`config.mk`:
```
export PLATFORM = sky130hd
export DESIGN_NAME = pattern_det_flat
export DESIGN_NICKNAME = d
export VERILOG_FILES = /design/src/rtl/pattern_det_if.sv /design/src/rtl/pattern_det.sv /design/src/flat_wrapper.sv
export SDC_FILE = /design/constraint.sdc
export NUM_CORES = 1
export LEC_CHECK = 0
export ABC_AREA = 1
export CAP_MARGIN = 40
export CORE_MARGIN = 3
export CORE_UTILIZATION = 30
export CTS_BUF_LIST = sky130_fd_sc_hd__clkbuf_4 sky130_fd_sc_hd__clkbuf_8
export DETAILED_ROUTE_END_ITERATION = 7
export GPL_TIMING_DRIVEN = 0
export PLACE_DENSITY = 0.66
export SYNTH_ARGS = -nofsm -noshare
export SYNTH_HDL_FRONTEND = slang
export SYNTH_SLANG_ARGS = --single-unit
```
`constraint.sdc`:
```
create_clock -name clk -period 1 [get_ports clk]
set_input_delay 0.2 -clock clk [delete_from_list [all_inputs] [get_ports clk]]
set_output_delay 0.2 -clock clk [all_outputs]
set_load 0.005 [all_outputs]
```
`src/rtl/pattern_det_if.sv`:
```
// Serial frame input and decoded result signals of pattern_det.
interface pattern_det_if #(
    parameter int CNT_W = 8
);
    logic             valid_in;
    logic             pattern_in;
    logic [1:0]       sel_out;
    logic             done;
    logic             match;
    logic             err;
    logic [CNT_W-1:0] frame_cnt;

    modport master (
        output valid_in, pattern_in,
        input  sel_out, done, match, err, frame_cnt
    );

    modport slave (
        input  valid_in, pattern_in,
        output sel_out, done, match, err, frame_cnt
    );
endinterface

```
`src/rtl/pattern_det.sv`:
```
// 4-bit serial frame detector: decodes 11xx into a 2-bit selector, flags illegal/aborted frames.
// Define PATTERN_DET_CNT_EN to build the saturating good-frame counter on frame_cnt.
module pattern_det #(
    parameter int CNT_W = 8
) (
    input  logic          clk,
    input  logic          rst,
    pattern_det_if.slave  bus
);
    typedef enum logic {
        IDLE,
        RECV
    } state_t;

    state_t     state_q, state_d;
    logic [1:0] bcnt_q, bcnt_d;
    logic [3:0] shreg_q, shreg_d;
    logic [1:0] sel_q, sel_d;
    logic       done_q, done_d;
    logic       match_q, match_d;
    logic       err_q, err_d;
    logic [3:0] frame;

    always_ff @(posedge clk or posedge rst) begin
        if (rst) begin
            state_q <= IDLE;
            bcnt_q  <= '0;
            shreg_q <= '0;
            sel_q   <= '0;
            done_q  <= 1'b0;
            match_q <= 1'b0;
            err_q   <= 1'b0;
        end else begin
            state_q <= state_d;
            bcnt_q  <= bcnt_d;
            shreg_q <= shreg_d;
            sel_q   <= sel_d;
            done_q  <= done_d;
            match_q <= match_d;
            err_q   <= err_d;
        end
    end

    always_comb begin
        state_d = state_q;
        bcnt_d  = bcnt_q;
        shreg_d = shreg_q;
        sel_d   = sel_q;
        done_d  = 1'b0;
        match_d = 1'b0;
        err_d   = 1'b0;
        // Shift register contents as they will be once the current bit is taken.
        frame   = {shreg_q[2:0], bus.pattern_in};
        case (state_q)
            IDLE: begin
                if (bus.valid_in) begin
                    shreg_d = frame;
                    bcnt_d  = 2'd1;
                    state_d = RECV;
                end
            end
            RECV: begin
                if (bus.valid_in) begin
                    shreg_d = frame;
                    if (bcnt_q == 2'd3) begin
                        bcnt_d  = '0;
                        state_d = IDLE;
                        done_d  = 1'b1;
                        if (frame[3:2] == 2'b11) begin
                            match_d = 1'b1;
                            sel_d   = frame[1:0];
                        end else begin
                            err_d = 1'b1;
                        end
                    end else begin
                        bcnt_d = bcnt_q + 2'd1;
                    end
                end else begin
                    err_d   = 1'b1;
                    shreg_d = '0;
                    bcnt_d  = '0;
                    state_d = IDLE;
                end
            end
            default: state_d = IDLE;
        endcase
    end

    assign bus.sel_out = sel_q;
    assign bus.done    = done_q;
    assign bus.match   = match_q;
    assign bus.err     = err_q;

`ifdef PATTERN_DET_CNT_EN
    logic [CNT_W-1:0] cnt_q, cnt_d;

    always_comb begin
        cnt_d = cnt_q;
        // Counts alongside the registered match pulse; holds at all-ones.
        if (match_d && (cnt_q != '1)) begin
            cnt_d = cnt_q + {{(CNT_W-1){1'b0}}, 1'b1};
        end
    end

    always_ff @(posedge clk or posedge rst) begin
        if (rst) begin
            cnt_q <= '0;
        end else begin
            cnt_q <= cnt_d;
        end
    end

    assign bus.frame_cnt = cnt_q;
`else
    assign bus.frame_cnt = '0;
`endif
endmodule

```
`src/flat_wrapper.sv`:
```
// flat-port wrapper written by rule: the top's interface ports become plain ports
module pattern_det_flat 
#(
    parameter int CNT_W = 8
)
  (clk, rst, bus_valid_in, bus_pattern_in, bus_sel_out, bus_done, bus_match, bus_err, bus_frame_cnt);
  pattern_det_if #(.CNT_W(CNT_W)) bus_i ();
  input  logic clk;
  input  logic rst;
  input wire logic [$bits(bus_i.valid_in)-1:0] bus_valid_in;
  input wire logic [$bits(bus_i.pattern_in)-1:0] bus_pattern_in;
  output wire logic [$bits(bus_i.sel_out)-1:0] bus_sel_out;
  output wire logic [$bits(bus_i.done)-1:0] bus_done;
  output wire logic [$bits(bus_i.match)-1:0] bus_match;
  output wire logic [$bits(bus_i.err)-1:0] bus_err;
  output wire logic [$bits(bus_i.frame_cnt)-1:0] bus_frame_cnt;
  assign bus_i.valid_in = bus_valid_in;
  assign bus_i.pattern_in = bus_pattern_in;
  assign bus_sel_out = bus_i.sel_out;
  assign bus_done = bus_i.done;
  assign bus_match = bus_i.match;
  assign bus_err = bus_i.err;
  assign bus_frame_cnt = bus_i.frame_cnt;
  pattern_det #(.CNT_W(CNT_W)) u_core (.clk(clk), .rst(rst), .bus(bus_i));
endmodule
```
==> metrics.csv, run 1 <==
metric,value,unit
met1 wire length,386,um
CTS tree,yes,
total CTS buffers,3,
H-tree depth,1,
Syn Area/Cell,9.168,um^2
Multi-input gate area,186.4,um^2
PnR worst setup slack,-0.01868,ns
Congestion Overflow GR,0,
clock skew,0.001645,ns
Routed wire per std cell,9.924,um
Setup crit end kind,register,
failing checks,negative setup slack,
Clk Tree Root Cell,clkbuf_4,
Leak,0.0003748,uW
DRC viols,0,
CTS sink count,11,
Mapped Area,504.2,um^2
starting density of the core,0.3271,
post-route setup TNS,-0.01868,ns
Setup CP Type,register to register,
number of diodes,0,
final period utilization,1.019,
highest metal used,met4,
register area,275.3,um^2
distinct cell type count after synthesis,13,
Total GRT Usage,0.09013,
core area,1541,um^2
R2R setup slack,-0.02,ns
IO buf count,8,
Place WS,-0.2888,ns
Clock Path Buffers,2,
I/O pin count,17,
routed wl met3,75,um
gpl congestion,0.7673,
"Seq/Total Area, Yosys",0.5459,
"Reg clk slew, reported paths",0.07,ns
"commonest non-fill, non-tap cell in the layout",dfrtp_1,
peak supply drop,0.5755,mV
pwr/cell area,1455,nW/um^2
vias in the first global route,335,
Skew-Pair Late Insertion Delay,0.26,ns
Hold Fails Final Rpt,0,
fillers,152,
CP startpoint kind,register,
Post-Synthesis Cells,55,
Layout area overhead,34.49,%
Final Slew Violations,0,
largest net degree at the start of global routing,12,
min cycle time layout,1.019,ns
most frequent cells in the layout,"11 x dfrtp_1, 10 x buf_4, 9 x nand2_1",
Yosys reg bits,11,
row cnt,14,
initial antenna violation count,0,
total wire length,913,um
via/cell ratio,4.054,
required time of the critical path,1.15,ns
Vias,373,
Final Total Pwr,986.9,uW
global-route wire length before repair,1345,um
RSZ-0062 raised after global routing,yes,
status,"finished, violations left",
metal2 WL,437,um
Critical Path Fanout Max,4,
final setup fails,1,
Fmax,981.7,MHz
synthesis warning total,0,
number of max-cap violations,0,
Die Footprint,2209,um^2
DIE WIDTH,47.00,um
post-route ant nets,0,
placed inst area,630.6,um^2
Initial DRC Count,9,
die height,47.00,um
fin area,678.2,um^2
WP data arrival,1.17,ns
DR pass1 iterations,4,
Final nets,82,
class of the worst hold path,primary input to async pin,
share of layout cells above drive strength 1,0.3158,
[worst paths after layout]
| path | start | to | depth (start not counted) |
|---|---|---|---|
| max in group asynchronous | rst | u_core.shreg_q[0]$_DFFE_PP0P_ | 2 |
| worst max-delay path | u_core.bcnt_q[1]$_DFFE_PP0P_ | u_core.bus.sel_out[0]$_DFFE_PP0P_ | 4 |
| worst max register to register | u_core.bcnt_q[1]$_DFFE_PP0P_ | u_core.bus.sel_out[0]$_DFFE_PP0P_ | 4 |
| worst min register to register | u_core.shreg_q[0]$_DFFE_PP0P_ | u_core.bus.sel_out[1]$_DFFE_PP0P_ | 2 |
| min in group clk | bus_valid_in | u_core.bus.err$_DFF_PP0_ | 2 |
| worst min-delay path | rst | u_core.bus.done$_DFF_PP0_ | 2 |
[Yosys cell counts]
cell type | instances | share of area
dfrtp_1 | 11 | 0.55
o21ai_0 | 4 | 0.040
buf_4 | 8 | 0.12
ha_1 | 1 | 0.025
inv_2 | 1 | 0.0074
nor2_2 | 1 | 0.012
o21bai_1 | 2 | 0.030
o22ai_1 | 1 | 0.012
inv_1 | 8 | 0.060
nor2_1 | 2 | 0.015
nand3_1 | 6 | 0.060
nand2_1 | 9 | 0.067
conb_1 | 1 | 0.0074
[metrics by stage]
step / instances / hold WS [ns] / util
after floorplan: 62 / 0.05244 / -
after global placement: 86 / 0.4907 / 0.4091
after detailed placement: 86 / 0.4965 / 0.4091
after CTS: 92 / 0.2387 / 0.4286
after global routing: 92 / 0.2541 / 0.4399
final: 92 / 0.2262 / 0.4399
[layer usage]
layer | global-route usage | vias to the layer above
met5 | 0 | -
met4 | 0.06630 | 0
met3 | 0.02299 | 2
met2 | 0.1545 | 16
met1 | 0.09412 | 158
li1 | - | 197
[cells by family after synthesis]
logic type / share of synthesized area
compound gates: 0.08189
simple gates: 0.1539
fa+ha+maj: 0.02481
buf+inv: 0.1861
flops: 0.5459
other cells: 0.007437
[cell type report]
type / count / share of cell area
plain buffers: 8 / 0.08856
clock buffers: 4 / 0.04428
inverters: 9 / 0.04982
multi-input cells: 34 / 0.2749
flip-flops and latches: 11 / 0.4059
well taps: 16 / 0.02952
repair buffers: 10 / 0.1070
[registers in the layout, indices dropped and copies added (netlist names)]
signal and count:
u_core.bus.done 1, u_core.shreg_q 3, u_core.bus.match 1, u_core.bus.sel_out 2, u_core.bus.err 1, u_core.state_q 1, u_core.bcnt_q 2
[report_power, final]
part           switching [uW]  internal (uW)  total (uW)
sequential               28.6            478         506
combinational            73.1           82.1         155
clock                     144            181         325
[what timing repair did]
action / CTS / global route
endpoints found under the setup margin: 7 / 6
gates resized for setup: 19 / 6
pin swaps: 0 / 3
cloned: 0 / 0
buffers inserted: 2 / 0
hold buffers: 0 / 0
[worst max-delay path, cell delays in order, from the launching register on]
cell	delay [ns]
dfrtp_1	0.42
ha_4	0.18
nand3_4	0.09
o21bai_1	0.15
nand2_1	0.07
(Power assumes the default switching activity.)
==> run 2: changes to the inputs <==
- REMOVE_ABC_BUFFERS: unset -> 1
==> metrics.csv, run 2 (synthesis gave the netlist of run 1 again) <==
metric,value,unit
placed inst area,570.5,um^2
Setup crit end kind,register,
pwr/cell area,1529,nW/um^2
post-route setup TNS,0,ns
H-tree depth,1,
critical-path cell list,ha_2 -> nand3_4 -> o21bai_1 -> nand2_1,
Leak,0.0003328,uW
min cycle time layout,0.9871,ns
clock skew,0.001262,ns
fin cells,85,
post-route ant nets,0,
Place WS,-0.2907,ns
DIE WIDTH,47.00,um
Fmax,1013,MHz
CTS sink count,11,
starting density of the core,0.3271,
I/O pin count,17,
Final Util,0.3994,
class of the worst hold path,primary input to async pin,
Layout area overhead,22.08,%
met1 wire length,347,um
Congestion Overflow GR,0,
peak supply drop,0.4537,mV
Worst path top cell family by delay,flip-flops,
total CTS buffers,3,
Skew-Pair Late Insertion Delay,0.26,ns
PnR worst setup slack,0.01292,ns
Setup CP Type,register to register,
global-route wire length before repair,1393,um
Die Footprint,2209,um^2
Vias,352,
total wire length,836,um
fin area,615.6,um^2
most frequent cells in the layout,"11 x dfrtp_1, 9 x nand2_1, 8 x conb_1",
critical path's slowest cell,dfrtp_1,
Routed wire per std cell,9.835,um
required time of the critical path,1.15,ns
fillers,154,
WP data arrival,1.14,ns
CTS tree,yes,
largest net degree at the start of global routing,12,
metal2 WL,404,um
Critical Path Fanout Max,4,
DR pass1 iterations,2,
initial antenna violation count,0,
routed wl met3,84,um
Initial DRC Count,6,
HPWL after detailed placement,628.2,um
largest reg by FF count,u_core.shreg_q,
status,"finished, final reports clean",
final setup fails,0,
placed cell count,78,
final period utilization,0.9871,
Final Slew Violations,0,
vias in the first global route,358,
CP startpoint kind,register,
crit-path max cell delay,0.36,ns
RSZ-0062 raised after global routing,yes,
Hold Fails Final Rpt,0,
gpl congestion,0.7562,
via/cell ratio,4.141,
"commonest non-fill, non-tap cell in the layout",dfrtp_1,
DRC viols,0,
Clock Path Buffers,2,
max reg flops,3,
cts hold-fix bufs,0,
share of layout cells above drive strength 1,0.2464,
die height,47.00,um
Clk Tree Root Cell,clkbuf_4,
highest metal used,met3,
"Reg clk slew, reported paths",0.07,ns
IO buf count,8,
Total GRT Usage,0.09468,
core area,1541,um^2
number of max-cap violations,0,
row cnt,14,
Final nets,75,
WP buf/inv,0,
number of diodes,0,
-- run 2: path summary, 6_finish.rpt --
| kind | from | end | slack (ns) | depth (start not counted) |
|---|---|---|---|---|
| max | u_core.bcnt_q[1]$_DFFE_PP0P_ | u_core.bus.sel_out[0]$_DFFE_PP0P_ | 0.01 | 4 |
| min | rst | u_core.bus.done$_DFF_PP0_ | 0.22 | 2 |
| max reg2reg | u_core.bcnt_q[1]$_DFFE_PP0P_ | u_core.bus.sel_out[0]$_DFFE_PP0P_ | 0.01 | 4 |
| min reg2reg | u_core.shreg_q[0]$_DFFE_PP0P_ | u_core.bus.sel_out[1]$_DFFE_PP0P_ | 0.52 | 2 |
| max in group asynchronous | rst | u_core.shreg_q[0]$_DFFE_PP0P_ | 0.50 | 2 |
| min in group clk | bus_valid_in | u_core.bus.match$_DFF_PP0_ | 0.33 | 3 |
-- run 2: timing repair --
action	CTS	global route
setup endpoints to repair	7	6
pin swaps	0	3
setup buffers	2	1
gates cloned	0	0
resized for setup	21	4
-- run 2: per-stage QoR --
step	hold slack (ns)	total power (uW)
finish	0.2211	941.4
CTS	0.2362	950.9
global placement	0.4926	608.8
floorplan	0.05244	564.7
global route	0.2570	994.1
detailed placement	0.5002	614.3
-- run 2: power by group --
| group | internal, uW | switching, uW | leakage [uW] | total (uW) |
|---|---|---|---|---|
| clock network | 181 | 141 | 0.0000184 | 322 |
| registers | 478 | 18.9 | 0.000135 | 497 |
| logic | 55.3 | 67.1 | 0.000180 | 122 |
| total | 714 | 227 | 0.000333 | 941 |
-- run 2: per-layer routing --
layer  up-vias  track usage
met4         0      0.06630
li1        183            -
met2        11       0.1463
met5         -            0
met3         0      0.03448
met1       158       0.1077
-- run 2: layout make-up --
class | instances | area [um^2] | area share
multi-input combinational | 34 | 176.4 | 0.2866
inverter | 9 | 33.78 | 0.05488
tap | 16 | 20.02 | 0.03252
timing repair buffer | 11 | 80.08 | 0.1301
clock buffer | 4 | 30.03 | 0.04878
sequential | 11 | 275.3 | 0.4472
==> run 3: changes to the inputs <==
- CORE_MARGIN: 3 -> 1
- PLACE_DENSITY: 0.66 -> 0.68
- clock period: 1 -> 0.8 ns (I/O delays scaled with it)
==> metrics.csv, run 3 (synthesis gave the netlist of run 1 again) <==
metric,value,unit
Critical Path Fanout Max,3,
fin cells,86,
placed inst area,570.5,um^2
min cycle time layout,1.000,ns
total wire length,959,um
Clock Path Buffers,2,
"commonest non-fill, non-tap cell in the layout",dfrtp_1,
Setup crit end kind,register,
Layout area overhead,30.77,%
WP buf/inv,0,
critical-path cell list,ha_4 -> nand3_4 -> o21bai_1 -> nand2_1,
CTS tree,yes,
starting density of the core,0.3271,
Clk Tree Root Cell,clkbuf_4,
final setup fails,13,
IO buf count,8,
number of max-cap violations,0,
WP data arrival,1.16,ns
HPWL after detailed placement,589,um
largest net degree at the start of global routing,12,
Critical path origin,u_core.bcnt_q[1]$_DFFE_PP0P_,
largest reg by FF count,u_core.shreg_q,
RR Startpoint,u_core.bcnt_q[1]$_DFFE_PP0P_,
Initial DRC Count,6,
end of the worst register-to-register path,u_core.bus.sel_out[0]$_DFFE_PP0P_,
RSZ-0062 raised after global routing,yes,
Final Slew Violations,0,
class of the worst hold path,primary input to async pin,
Hold Fails Final Rpt,0,
total CTS buffers,3,
Fmax,999.8,MHz
number of diodes,0,
CP endpoint,u_core.bus.sel_out[0]$_DFFE_PP0P_,
Worst path top cell family by delay,flip-flops,
grt met3 use,0.05106,
fin area,659.4,um^2
row cnt,14,
Routed wire per std cell,11.15,um
die height,43.00,um
pwr/cell area,1900,nW/um^2
Vias,373,
share of layout cells above drive strength 1,0.3714,
Hold WS,0.1802,ns
Setup CP Type,register to register,
clock skew,0.002804,ns
failing checks,negative setup slack,
gpl congestion,0.7197,
met1 Resource Use GR,0.1307,
placed cell count,78,
met2 usage,0.2000,
GRT Max-Usage Layer,met2,
DIE WIDTH,43.00,um
DR pass1 iterations,3,
Crit path depth,4,
core area,1541,um^2
crit-path max cell delay,0.41,ns
R2R setup slack,-0.20,ns
peak supply drop,0.7358,mV
Die Footprint,1849,um^2
H-tree depth,1,
global-route wire length before repair,1524,um
vias in the first global route,346,
most frequent cells in the layout,"10 x dfrtp_1, 8 x conb_1, 7 x nand2_1",
Place WS,-0.4453,ns
status,"finished, violations left",
max reg flops,3,
CP startpoint kind,register,
critical path's slowest cell,dfrtp_1,
DRC viols,0,
Final Total Pwr,1253,uW
Skew-Pair Late Insertion Delay,0.27,ns
Congestion Overflow GR,0,
Leak,0.0003395,uW
post-route ant nets,0,
I/O pin count,17,
via/cell ratio,4.337,
PnR worst setup slack,-0.2002,ns
Total GRT Usage,0.1225,
initial antenna violation count,0,
"Reg clk slew, reported paths",0.07,ns
Final nets,76,
final period utilization,1.250,
required time of the critical path,0.96,ns
CTS sink count,11,
reg2reg path depth,4,
==> run 3: cell count changes in the layout (fill, tap and decap cells not counted), sizes merged <==
cell / delta
dlymetal6s2s: -1
dlygate4sd2: +1
buf: +1
==> run 3: worst min path at each step <==
| stage | cells past startpoint | to | slack, ns |
|---|---|---|---|
| after global routing | 2 | u_core.bus.match$_DFF_PP0_ | 0.22 |
| after floorplan | 1 | u_core.bcnt_q[0]$_DFFE_PP0P_ | 0.01 |
| final | 2 | u_core.bus.err$_DFF_PP0_ | 0.18 |
| after CTS | 2 | u_core.bus.err$_DFF_PP0_ | 0.19 |
| after detailed placement | 2 | u_core.bus.err$_DFF_PP0_ | 0.48 |
| after global placement | 2 | u_core.bus.err$_DFF_PP0_ | 0.47 |
==> run 3: what timing repair did <==
item,CTS,global route
resized for setup,31,8
gates cloned,0,0
hold buffers,0,0
pin swaps,2,3
buffers inserted,3,1
endpoints found under the setup margin,16,16
==> run 3: stage by stage <==
stage	util	setup TNS [ns]
4_1_cts	0.4067	-1.545
2_1_floorplan	-	-0.5779
6_report	0.4278	-1.615
3_3_place_gp	0.3701	-4.002
5_1_grt	0.4278	-2.219
3_5_place_dp	0.3701	-4.268
==> run 3: final cells by class <==
type                    count  area, um^2
well taps                  16       20.02
multi-input cells          34       212.7
repair buffers             12       83.83
fillers                   149       882.1
inverters                   9       36.28
flip-flops and latches     11       276.5
clock buffers               4       30.03
==> run 3: power by group <==
group	leakage (uW)	internal (uW)	switching, uW	total [uW]
sequential	0.000134	598	35.9	634
clock	0.0000184	227	187	413
combinational	0.000187	97.7	108	206
total	0.000340	923	330	1250
==> run 3: routing by layer <==
metal  vias to the layer above  part of all wire
met3                         2             0.076
met5                         -                 0
met1                       171              0.39
met2                        15              0.52
met4                         0            0.0083
li1                        185                 -
